File: config.mk
export PLATFORM = sky130hd
export DESIGN_NAME = hbridge_drv
export DESIGN_NICKNAME = d
export VERILOG_FILES = /design/src/rtl/motor_pkg.sv /design/src/rtl/dt_timer.sv /design/src/rtl/hbridge_drv.sv
export SDC_FILE = /design/constraint.sdc
export NUM_CORES = 1
export LEC_CHECK = 0
export ABC_AREA = 1
export CORE_ASPECT_RATIO = 1.2
export CORE_MARGIN = 2
export CORE_UTILIZATION = 50
export CTS_CLUSTER_SIZE = 20
export DETAILED_ROUTE_END_ITERATION = 6
export PLACE_DENSITY_LB_ADDON = 0.3
export SLEW_MARGIN = 20
export SYNTH_ARGS = -nofsm -noshare
export SYNTH_HDL_FRONTEND = slang
export SYNTH_SLANG_ARGS = --single-unit
export TNS_END_PERCENT = 1
File: constraint.sdc
create_clock -name clk -period 2.1 [get_ports clk]
set_input_delay 0.21 -clock clk [delete_from_list [all_inputs] [get_ports clk]]
set_output_delay 0.21 -clock clk [all_outputs]
set_load 0.01 [all_outputs]
File: src/rtl/motor_pkg.sv
// Shared types and constants for the H-bridge gate driver.
// HBRIDGE_BRAKE_EN adds the BRAKE state (both low-side gates on).
package motor_pkg;

  localparam int unsigned DeadTimeDefault = 16;
  localparam int unsigned CntW            = 8;

  typedef enum logic [2:0] {
    StIdle,
    StDtAll,
    StDtLeg,
    StLo,
`ifdef HBRIDGE_BRAKE_EN
    StHi,
    StBrake
`else
    StHi
`endif
  } state_e;

  typedef struct packed {
    logic ah;
    logic al;
    logic bh;
    logic bl;
  } gates_t;

  // leg_b selects leg B as the switching leg; the other leg's low side is held on.
  function automatic gates_t gate_decode(state_e st, logic leg_b);
    gates_t g;
    g = '0;
    case (st)
      StDtLeg: begin
        if (leg_b) g.al = 1'b1;
        else       g.bl = 1'b1;
      end
      StLo: begin
        g.al = 1'b1;
        g.bl = 1'b1;
      end
      StHi: begin
        if (leg_b) begin
          g.bh = 1'b1;
          g.al = 1'b1;
        end else begin
          g.ah = 1'b1;
          g.bl = 1'b1;
        end
      end
`ifdef HBRIDGE_BRAKE_EN
      StBrake: begin
        g.al = 1'b1;
        g.bl = 1'b1;
      end
`endif
      default: g = '0;
    endcase
    return g;
  endfunction

endpackage

File: src/rtl/dt_timer.sv
// Dead-time down counter: load starts an interval, expire_o marks its final cycle.
module dt_timer
  import motor_pkg::*;
(
  input  logic            clk,
  input  logic            rst,
  input  logic            load_i,
  input  logic [CntW-1:0] load_val_i,
  output logic            expire_o
);

  logic [CntW-1:0] cnt_q, cnt_d;

  always_comb begin
    cnt_d = cnt_q;
    if (load_i) begin
      cnt_d = load_val_i;
    end else if (cnt_q != '0) begin
      cnt_d = cnt_q - 1'b1;
    end
  end

  always_ff @(posedge clk) begin
    if (rst) begin
      cnt_q <= '0;
    end else begin
      cnt_q <= cnt_d;
    end
  end

  assign expire_o = (cnt_q == CntW'(1));

endmodule

File: src/rtl/hbridge_drv.sv
// H-bridge gate driver with dead-time insertion and registered gate outputs.
// Build with HBRIDGE_BRAKE_EN defined to enable the low-side brake state.
module hbridge_drv
  import motor_pkg::*;
#(
  parameter int unsigned DEAD_TIME = DeadTimeDefault
) (
  input  logic clk,
  input  logic rst,
  input  logic en,
  input  logic PWM_sig,
  input  logic dir,
  input  logic brake,
  output logic ah,
  output logic al,
  output logic bh,
  output logic bl,
  output logic busy
);

  localparam logic [CntW-1:0] DtLoad = CntW'(DEAD_TIME);

`ifdef HBRIDGE_BRAKE_EN
  localparam logic BrakeEn = 1'b1;
`else
  localparam logic BrakeEn = 1'b0;
`endif

  state_e state_q, state_d;
  logic   dir_q, dir_d;
  gates_t gates_q, gates_d;
  logic   busy_q, busy_d;
  logic   tmr_load;
  logic   tmr_expire;
  logic   brake_req;

  assign brake_req = brake & BrakeEn;

  dt_timer u_dt_timer (
    .clk        (clk),
    .rst        (rst),
    .load_i     (tmr_load),
    .load_val_i (DtLoad),
    .expire_o   (tmr_expire)
  );

  always_comb begin
    state_d  = state_q;
    dir_d    = dir_q;
    tmr_load = 1'b0;
    if (!en) begin
      state_d = StIdle;
    end else begin
      unique case (state_q)
        StIdle: begin
          dir_d    = dir;
          tmr_load = 1'b1;
          state_d  = StDtAll;
        end
        StDtAll: begin
          if (tmr_expire) begin
`ifdef HBRIDGE_BRAKE_EN
            state_d = brake ? StBrake : StLo;
`else
            state_d = StLo;
`endif
          end
        end
        StDtLeg: begin
          if (brake_req || (dir != dir_q)) begin
            dir_d    = dir;
            tmr_load = 1'b1;
            state_d  = StDtAll;
          end else if (tmr_expire) begin
            state_d = PWM_sig ? StHi : StLo;
          end
        end
        StLo: begin
          // Low sides are already on, so braking needs no dead time from here.
          if (brake_req) begin
`ifdef HBRIDGE_BRAKE_EN
            state_d = StBrake;
`endif
          end else if (dir != dir_q) begin
            dir_d    = dir;
            tmr_load = 1'b1;
            state_d  = StDtAll;
          end else if (PWM_sig) begin
            tmr_load = 1'b1;
            state_d  = StDtLeg;
          end
        end
        StHi: begin
          if (brake_req || (dir != dir_q)) begin
            dir_d    = dir;
            tmr_load = 1'b1;
            state_d  = StDtAll;
          end else if (!PWM_sig) begin
            tmr_load = 1'b1;
            state_d  = StDtLeg;
          end
        end
`ifdef HBRIDGE_BRAKE_EN
        StBrake: begin
          if (!brake) begin
            dir_d   = dir;
            state_d = StLo;
          end
        end
`endif
        default: state_d = StIdle;
      endcase
    end
    gates_d = gate_decode(state_d, dir_d);
    busy_d  = (state_d == StDtAll) || (state_d == StDtLeg);
  end

  always_ff @(posedge clk) begin
    if (rst) begin
      state_q <= StIdle;
      dir_q   <= 1'b0;
      gates_q <= '0;
      busy_q  <= 1'b0;
    end else begin
      state_q <= state_d;
      dir_q   <= dir_d;
      gates_q <= gates_d;
      busy_q  <= busy_d;
    end
  end

  assign ah   = gates_q.ah;
  assign al   = gates_q.al;
  assign bh   = gates_q.bh;
  assign bl   = gates_q.bl;
  assign busy = busy_q;

endmodule
==> flow_summary.toml <==
[finish]
diodes = 0
multi_input_area_um2 = 586
drive_gt1_share_pct = 21.3
fin_nets = 166
layout_commonest_cell = "nand2_1"
area_growth_pct = 13.4
layout_common_cells = "29 x nand2_1, 18 x inv_1, 17 x dfxtp_1, 16 x nor2_1, 12 x nand3_1"
regArea_um2 = 340
final_cells = 174
fillers = 174

[route]
drt_wl_total_um = 2010
viasPerCell = 5.25
route.vias.total = 913
ant_nets = 0
initialDrtViolationCount = 20
post_drt_wl_per_cell_um = 11.6
drc = 0
first_pass_iters = 4

[yosys]
yosysWarnings = 0
ys_seq_elements = 17
async_reset_ff_share_pct = 0
synth_fp_nets = 152
synth-seq-area-share_pct = 33.4
netlist_area_um2 = 1020
synth_cell_types = 24
synth_cells = 142
syn_avg_cell_area_um2 = 7.18
synth-edff-count = 0
synth_ff_type = "dfxtp_1"

[timing]
final.setup.tns_ps = 0
finalMaxSlewViolations = 0
tightest_slew_ps = 406
rsz0062_at_grt = "false"
clock_skew_ps = 2.19
post-route-period-util_pct = 75.5
relSlewSlack_pct = 72.9
finalSetupViolations = 0
fmax_ghz = 0.631
hold_viol_final = 0
layout_min_cycle_time_ps = 1590

[power_and_ir_drop]
power_density_nw_per_um2 = 1140
intPower_w = 0.000710
p_sw_share_pct = 46.0
pwr-share-seq_pct = 35.2
combPwrFrac_pct = 51.2
p_clk_share_pct = 13.5
switching_power_w = 0.000605
p_leak_nw = 0.531
total_power_w = 0.00132
max-vdd-ir-drop_mv = 0.763

[setup_path]
cp.required_ps = 2350
cp_num_cells = 12
path_class = "reg2reg"
slowest_stage = "dfxtp_1"
rr_startpoint = "dir_q"
crit_chain = "inv_1 > ha_1 > nand2_1 > nand2_1 > nand2_1 > nor2_2 > nand2_2 > inv_1 > nand3_1 > nand2_1 > nand2_1 > nand2_1"
cp.buffers_inverters = 2
cp_top_family = "simple AND/OR/NAND/NOR gates"
r2r_slack_ps = 510
cp.arrival_ps = 1830
setup.worst_path.start = "dir_q"
path_common_cell = "nand2_1"
crit_path_max_fanout = 4
endpoint_kind = "register"
critical-path-max-stage-delay_ps = 350
r2r_cells = 12
cp-start-kind = "register"

[cts]
ctsHtreeMaxLevel = 1
cts-buffers-inserted = 3
post-cts-setup-buffers = 0
cts_tree = "built"
clockRootBuffer = "clkbuf_4"
cts_buffer_depth = 2
cts_num_sinks = 17
clk_latency_ps = 300
post_cts_resize_count = 0
postCtsHoldBufs = 0
path_clk_slew_ps = 100

[die]
start_util_pct = 54.5
num_rows = 17
fp.dieArea_um2 = 2420
coreArea_um2 = 1870
boundaryPins = 11
die_w_um = 45.2
die_h_um = 53.5

[global_route]
antenna_found_initial = 0
grt_max_degree = 10
grt_pass1_wl_um = 3410
track_usage_pct = 20.3
gr-total-overflow = 0
grt_pass1_vias = 826

[min_path]
worstHoldStart = "u_dt_timer.cnt_q[6]"
hold_depth = 2
hold_class = "reg2reg"

[placement]
place_congestion = 0.888
io_buffers = 9
dpl.hpwl_um = 1540
dp.cells = 170

[flow_run]
cap_violations = 0

[outcome]
outcome = "complete, no violations"
[area by class of cell]
cell class              count  share of cell area (%)
well taps                  19                    2.06
flip-flops and latches     17                    29.4
repair buffers             10                    8.44
inverters                  22                    7.14
multi-input cells         102                    50.6
clock buffers               4                    2.27
[worst min-delay path, delay by kind of cell, from the launching register on]
family / cells / cell delay (ps)
compound gates: 2 / 130
flops: 1 / 340
[final timing paths]
| kind | end |
|---|---|
| hold reg to reg | u_dt_timer.cnt_q[6] |
| setup reg to reg | al |
| hold / removal | u_dt_timer.cnt_q[6] |
| setup / recovery | al |
[flip-flops by register name, indices dropped and copies added (netlist names)]
signal,flops
al,1
ah,1
dir_q,1
state_q,3
bh,1
busy,1
u_dt_timer.cnt_q,8
bl,1
[power groups by stage]
stage	Sequential (W)	Clock (W)	Combinational, W
floorplan	0.000458	0	0.000549
global placement	0.000467	0	0.000635
detailed placement	0.000471	0	0.000669
CTS	0.000463	0.000179	0.000678
global route	0.000473	0.000189	0.000766
finish	0.000463	0.000178	0.000674
[layer usage]
metal  GRT usage [%]  share of wire (%)  vias up
met5               0                  0        -
met2            33.6                 47       17
li1                -                  -      477
met1            23.6                 47      414
met4            13.2                2.8        0
met3            3.07                3.6        5
[metrics by stage]
step	hold slack (ps)	worst slack (ps)	area (um2)	util [%]
after floorplan	344	736	1020	-
after global placement	480	290	1130	60.4
after detailed placement	486	244	1130	60.4
after CTS	508	500	1160	61.8
after global routing	531	326	1160	61.8
final	507	515	1160	61.8
[cells by family (layout without fill, tap and decap cells)]
family | count (synthesis) | after routing | share of synthesized area [%]
flip-flops | 17 | 17 | 33.4
buffers and inverters | 23 | 36 | 9.20
adder cells (fa/ha/maj) | 4 | 4 | 4.91
XOR/XNOR | 1 | 1 | 0.859
AND/OR/NAND/NOR | 80 | 80 | 40.9
AO/OA/AOI/OAI | 17 | 17 | 10.8
[cells in the mapped netlist, types with 3 or more instances]
cell | count | area share (%)
a21oi_1 | 6 | 2.9
a21oi_2 | 3 | 2.6
dfxtp_1 | 17 | 33
ha_1 | 4 | 4.9
inv_1 | 18 | 6.6
inv_2 | 4 | 1.5
nand2_1 | 29 | 11
nand2_4 | 3 | 3.3
nand3_1 | 12 | 5.9
nor2_1 | 16 | 5.9
nor2_2 | 8 | 4.9
nor2_4 | 4 | 4.4
Note: power is estimated with default switching activity, not from simulation.
